File: config.mk
export PLATFORM = sky130hd
export DESIGN_NAME = chunked_subtractor
export DESIGN_NICKNAME = d
export VERILOG_FILES = /design/src/rtl/chunked_subtractor_pkg.sv /design/src/rtl/chunked_subtractor_chunk_sub_w.sv /design/src/rtl/chunked_subtractor.sv
export SDC_FILE = /design/constraint.sdc
export NUM_CORES = 1
export LEC_CHECK = 0
export ABC_CLOCK_PERIOD_IN_PS = 9100
export CAP_MARGIN = 15
export CORE_MARGIN = 4
export CORE_UTILIZATION = 55
export DETAILED_ROUTE_END_ITERATION = 6
export GPL_TIMING_DRIVEN = 0
export PLACE_DENSITY = 0.88
export SETUP_SLACK_MARGIN = 0.15
export SLEW_MARGIN = 15
export SYNTH_ARGS = -nofsm -noshare
export SYNTH_HDL_FRONTEND = slang
export SYNTH_SLANG_ARGS = --single-unit
export TNS_END_PERCENT = 20
File: constraint.sdc
create_clock -name clk -period 9.1 [get_ports clk]
set_input_delay 0.91 -clock clk [delete_from_list [all_inputs] [get_ports clk]]
set_output_delay 0.91 -clock clk [all_outputs]
set_load 0.005 [all_outputs]
File: src/rtl/chunked_subtractor_pkg.sv
// Shared types, default sizing and the one-bit full-subtractor equations
// used by the chunked subtractor and its W-bit ripple slice.
package chunked_subtractor_pkg;

  typedef enum logic [1:0] {
    IDLE = 2'd0,
    BUSY = 2'd1,
    DONE = 2'd2
  } state_t;

  localparam int DEF_N  = 32;
  localparam int DEF_W  = 8;
  localparam int CHUNKS = DEF_N / DEF_W;

  // A single-chunk configuration still needs a one-bit index register.
  function automatic int idx_width(input int chunks);
    return (chunks > 1) ? $clog2(chunks) : 1;
  endfunction

  localparam int IDX_W = idx_width(CHUNKS);

  // Returns {bout, d} for x - y - bin.
  function automatic logic [1:0] full_sub(input logic x, input logic y, input logic bin);
    logic d;
    logic bout;
    d    = x ^ y ^ bin;
    bout = (~x & y) | (~x & bin) | (y & bin);
    return {bout, d};
  endfunction

endpackage

File: src/rtl/chunked_subtractor_chunk_sub_w.sv
// Combinational W-bit ripple-borrow subtractor: d = a - b - bin, bout = final borrow.
module chunk_sub_w
  import chunked_subtractor_pkg::*;
#(
  parameter int W = DEF_W
) (
  input  logic [W-1:0] a,
  input  logic [W-1:0] b,
  input  logic         bin,
  output logic [W-1:0] d,
  output logic         bout
);

  logic [W:0] w_borrow;

  assign w_borrow[0] = bin;

  for (genvar i = 0; i < W; i++) begin : g_bit
    assign {w_borrow[i+1], d[i]} = full_sub(a[i], b[i], w_borrow[i]);
  end

  assign bout = w_borrow[W];

endmodule

File: src/rtl/chunked_subtractor.sv
// Multi-cycle unsigned subtractor: one W-bit chunk per clock, LSB first,
// with valid/ready handshakes on the operand and result sides.
module chunked_subtractor
  import chunked_subtractor_pkg::*;
#(
  parameter int N = DEF_N,
  parameter int W = DEF_W
) (
  input  logic         clk,
  input  logic         rst,
  input  logic         in_valid,
  output logic         in_ready,
  input  logic [N-1:0] minuend,
  input  logic [N-1:0] subtrahend,
  output logic         out_valid,
  input  logic         out_ready,
  output logic [N-1:0] difference,
  output logic         borrow_out
);

  localparam int L_CHUNKS = N / W;
  localparam int L_IDX_W  = idx_width(L_CHUNKS);
  localparam logic [L_IDX_W-1:0] L_LAST = L_IDX_W'(L_CHUNKS - 1);

  if ((N % W) != 0) begin : g_bad_width
    $error("chunked_subtractor: N must be a multiple of W");
  end

  state_t               r_state;
  state_t               r_next;
  logic [N-1:0]         r_a;
  logic [N-1:0]         r_b;
  logic [N-1:0]         r_diff;
  logic                 r_borrow;
  logic                 r_borrow_out;
  logic [L_IDX_W-1:0]   r_k;
  logic [W-1:0]         w_a_chunk;
  logic [W-1:0]         w_b_chunk;
  logic [W-1:0]         w_d;
  logic                 w_bout;

  // NOTE: sequential state uses non-blocking assignments so every register
  // samples pre-edge values; combinational blocks use blocking assignments.
  always_ff @(posedge clk or posedge rst) begin
    if (rst) r_state <= IDLE;
    else     r_state <= r_next;
  end

  // NOTE: every always_comb output gets a default first so no latch is inferred.
  always_comb begin
    r_next = r_state;
    unique case (r_state)
      IDLE:    if (in_valid)      r_next = BUSY;
      BUSY:    if (r_k == L_LAST) r_next = DONE;
      DONE:    if (out_ready)     r_next = IDLE;
      default:                    r_next = IDLE;
    endcase
  end

  always_comb begin
    in_ready  = (r_state == IDLE);
    out_valid = (r_state == DONE);
  end

  always_comb begin
    w_a_chunk = '0;
    w_b_chunk = '0;
    for (int i = 0; i < L_CHUNKS; i++) begin
      if (r_k == L_IDX_W'(i)) begin
        w_a_chunk = r_a[i*W +: W];
        w_b_chunk = r_b[i*W +: W];
      end
    end
  end

  chunk_sub_w #(.W(W)) u_chunk_sub (
    .a    (w_a_chunk),
    .b    (w_b_chunk),
    .bin  (r_borrow),
    .d    (w_d),
    .bout (w_bout)
  );

  // Result register keeps the last difference/borrow until the next operation overwrites it.
  always_ff @(posedge clk or posedge rst) begin
    if (rst) begin
      r_a          <= '0;
      r_b          <= '0;
      r_diff       <= '0;
      r_borrow     <= 1'b0;
      r_borrow_out <= 1'b0;
      r_k          <= '0;
    end else begin
      case (r_state)
        IDLE: begin
          if (in_valid) begin
            r_a      <= minuend;
            r_b      <= subtrahend;
            r_borrow <= 1'b0;
            r_k      <= '0;
          end
        end
        BUSY: begin
          for (int i = 0; i < L_CHUNKS; i++) begin
            if (r_k == L_IDX_W'(i)) r_diff[i*W +: W] <= w_d;
          end
          r_borrow <= w_bout;
          r_k      <= r_k + 1'b1;
          if (r_k == L_LAST) r_borrow_out <= w_bout;
        end
        default: ;
      endcase
    end
  end

  assign difference = r_diff;
  assign borrow_out = r_borrow_out;

endmodule

==> summary.md <==
| Metric | Value |
|---|---|
| Status | finished, final reports clean |
| Root buffer cell | clkbuf_8 |
| Post-DRT Antenna Nets | 0 |
| Resized cells post-CTS | 0 |
| Critical Path Sink Type | register |
| Syn_area_per_cell | 13.4 um^2 |
| CP max-delay cell | fa_1 |
| #FFs+latches synth | 102 |
| Period minus WS final | 5.73 ns |
| Post-Syn Area | 0.00484 mm^2 |
| H-tree lvl count | 3 |
| Drt total wl | 11000 um |
| Total Power | ~0.0026 W |
| Fmax | 175 MHz |
| Via Count | 3327 |
| Slew Limit Headroom | about 62% |
| Synth async-reset ratio | 100% |
| PwrDens | 414 mW/mm^2 |
| IO Pins | 103 |
| Worst Setup Start Kind | register |
| Num CTS Buffers | 9 |
| N_diodes | 0 |
| Clk buf depth | 2 |
| Met2 usage | 37.2% |
| Initial drt markers | 94 |
| Final setup TNS | 0 ns |
| GRT busiest layer | met2 |
| Buf+Inv Stages, Crit Path | 5 |
| Met3 Usage GRT | 3.37% |
| First-pass GRT wire length | 17800 um |
| GRT overflow | 0 |
| Die height | slightly above 100 um |
| Critical path class | reg2reg |
| Area growth, synth to finish | 28.8% |
| Fin crit share | 63.0% |
| Die Wd | 102 um |
| Core area | 0.00838 mm^2 |
| Pleak | 2.74 nW |
| FILL cells | 508 |
| Ys flop type | dfrtp_1 |
| Hold_buf cts | 0 |
| DRC Markers | 0 |
| Crit-path most repeated cell | fa_1 |
| Hold Violations, Final | 0 |
| DR vias/cell | 5.68 |
| Worst EP arrival | 6.00 ns |
| Slew Limit Fails | 0 |
| Placer Congestion | 0.827 |
| Post-DR wirelength/cell | 18.8 um |
| Vias in the first global route | ~3500 |
| Cell Chain, Critical Path | inv_1 -> ha_1 -> buf_2 -> or2_1 -> buf_6 -> buf_6 -> a221oi_1 -> a221oi_1 -> fa_1 -> fa_1 -> fa_1 -> fa_1 -> fa_1 -> fa_1 -> fa_1 -> inv_1 -> fa_1 -> mux2_2 |
| Final nets | 556 |
| Starting Density | 57.7% |
| GRT Resource Usage Total | 22.4% |
| Largest net degree at the start of global routing | slightly below 60 |
| VDD IR max | 0.000177 V |
| Post-synth EDFFs | 0 |
| Post-DP HPWL | 8450 um |
| Max_cap viols | 0 |
| Critical Path Max Stage Delay | 0.47 ns |
| Setup bufs post-CTS | 0 |
| Clk Latency, worst-skew pair | between 0.3 and 0.4 ns |
| Worst hold path class | reg2reg |
| Final design utilization | 74.4% |
| Fraction of layout instances using a drive strength above 1 | between 20% and 30% |
| Yosys top cell area share | between 50% and 60% |
| Buffers on Ports | 102 |
| Mapped Cells | 362 |
| Initial antenna violation count | 0 |
| Post-route insts no fill | 586 |
| TritonCTS clock tree | built |
| Worst hold slack | 0.495 ns |
| # setup viols final | 0 |
| GRT met1 Usage | a little under a third |
| Syn_nets | 442 |
| Ranking of synthesized cells by area | dfrtp_1, mux2_4, nand2_1 |
| DR pass1 iterations | 5 |
| Post-synthesis sequential area ratio | 52.8% |
| Worst Skew | between 0.009 and 0.01 ns |
| Placed Cells incl. Taps | 570 |
| Number of core rows | 33 |
| Worst Max-Slew Pin Slew | 0.568 ns |
| Area leader, netlist | dfrtp_1 |
| Crit path max fanout | 10 |
| RSZ-0062 raised after global routing | no |
| CTS sink count | 102 |
| Delay-heaviest family, CP | adder cells |
| Worst-path clk slew | 0.11 ns |
| WP data required | 9.37 ns |
| Count of different cell masters after synthesis | 30 |
| Yosys warning count | 0 |
| Die area | 0.0104 mm^2 |
cell type report:
cell class / instances / area, um^2 / share of cell area, %
plain buffers: 23 / 233 / 3.73
clock buffers: 9 / 124 / 1.99
clock inverters: 7 / 88.8 / 1.43
inverters: 13 / 51.3 / 0.823
multi-input cells: 224 / 2000 / 32.1
flip-flops and latches: 102 / 2550 / 41.0
well taps: 105 / 131 / 2.11
repair buffers: 103 / 1050 / 16.8
sequential cells by signal, indices dropped and copies added, names as in the netlist:
signal	cells
borrow_out	1
r_borrow	1
r_k	2
r_a	32
r_b	32
r_state	2
difference	32
report_power, final:
part           internal [W]  switching [W]
clock              0.000134       0.000172
combinational      0.000764       0.000674
sequential         0.000690       0.000148
cells in the mapped netlist (all sizes together), types with 4 or more instances:
cell	number
dfrtp	102
mux2	68
nand2	45
o21ai	33
nor2	19
buf	16
a221oi	14
inv	12
fa	8
a221o	7
clkbuf	7
nor2b	7
o211ai	7
ha	4
nand3b	4
cell families after synthesis:
kind of cell	count (synthesis)	synth area share [%]
AOI/OAI and AO/OA	66	9.52
and+or+nand+nor	77	6.85
muxes	69	20.7
DFF	102	52.8
buffers and inverters	36	5.82
adders and majority gates	12	4.35
layout by cell type, fill, tap and decap left out, drive strengths merged:
cell type	instances
clkbuf	16
nand2	45
mux2i	1
o211ai	7
nand3b	4
ha	4
and2	1
inv	16
clkinvlp	1
mux2	68
dfrtp	102
clkdlybuf4s50	102
or2	1
a32o	1
a221o	7
bufinv	1
o31ai	1
fa	8
nor2	19
buf	17
nor2b	7
o21bai	1
o221ai	1
clkinv	2
o21ai	33
o221a	1
a221oi	14
metrics by stage:
| stage | worst slack, ns | area (um^2) |
|---|---|---|
| floorplan | 4.06 | 4840 |
| global placement | 3.63 | 5990 |
| detailed placement | 3.49 | 6020 |
| CTS | 3.44 | 6230 |
| global route | 3.18 | 6230 |
| finish | 3.37 | 6230 |
final timing paths:
| path | from | end | slack, ns | cells after the start |
|---|---|---|---|---|
| max | r_k[0]$_DFFE_PP0P_ | difference[15]$_DFFE_PP0P_ | 3.37 | 18 |
| min | difference[16]$_DFFE_PP0P_ | difference[16]$_DFFE_PP0P_ | 0.50 | 2 |
| max reg2reg | r_k[0]$_DFFE_PP0P_ | difference[15]$_DFFE_PP0P_ | 3.37 | 18 |
| min reg2reg | difference[16]$_DFFE_PP0P_ | difference[16]$_DFFE_PP0P_ | 0.50 | 2 |
| max in group asynchronous | rst | r_a[27]$_DFFE_PP0P_ | 7.48 | 3 |
| min in group asynchronous | rst | difference[15]$_DFFE_PP0P_ | 0.94 | 2 |
metal layers:
layer / vias to the layer above / wire, um / part of all wire, %
met4: 0 / 213 / 1.9
li1: 1490 / - / -
met3: 19 / 673 / 6.1
met5: - / 0 / 0
met2: 127 / 5450 / 49
met1: 1691 / 4700 / 43
worst min-delay path, stage by stage, from the launching register on:
cell and delay, ns:
dfrtp_1 0.36, nand2_1 0.05, o21ai_0 0.06
Note: power is estimated with default switching activity, not from simulation.
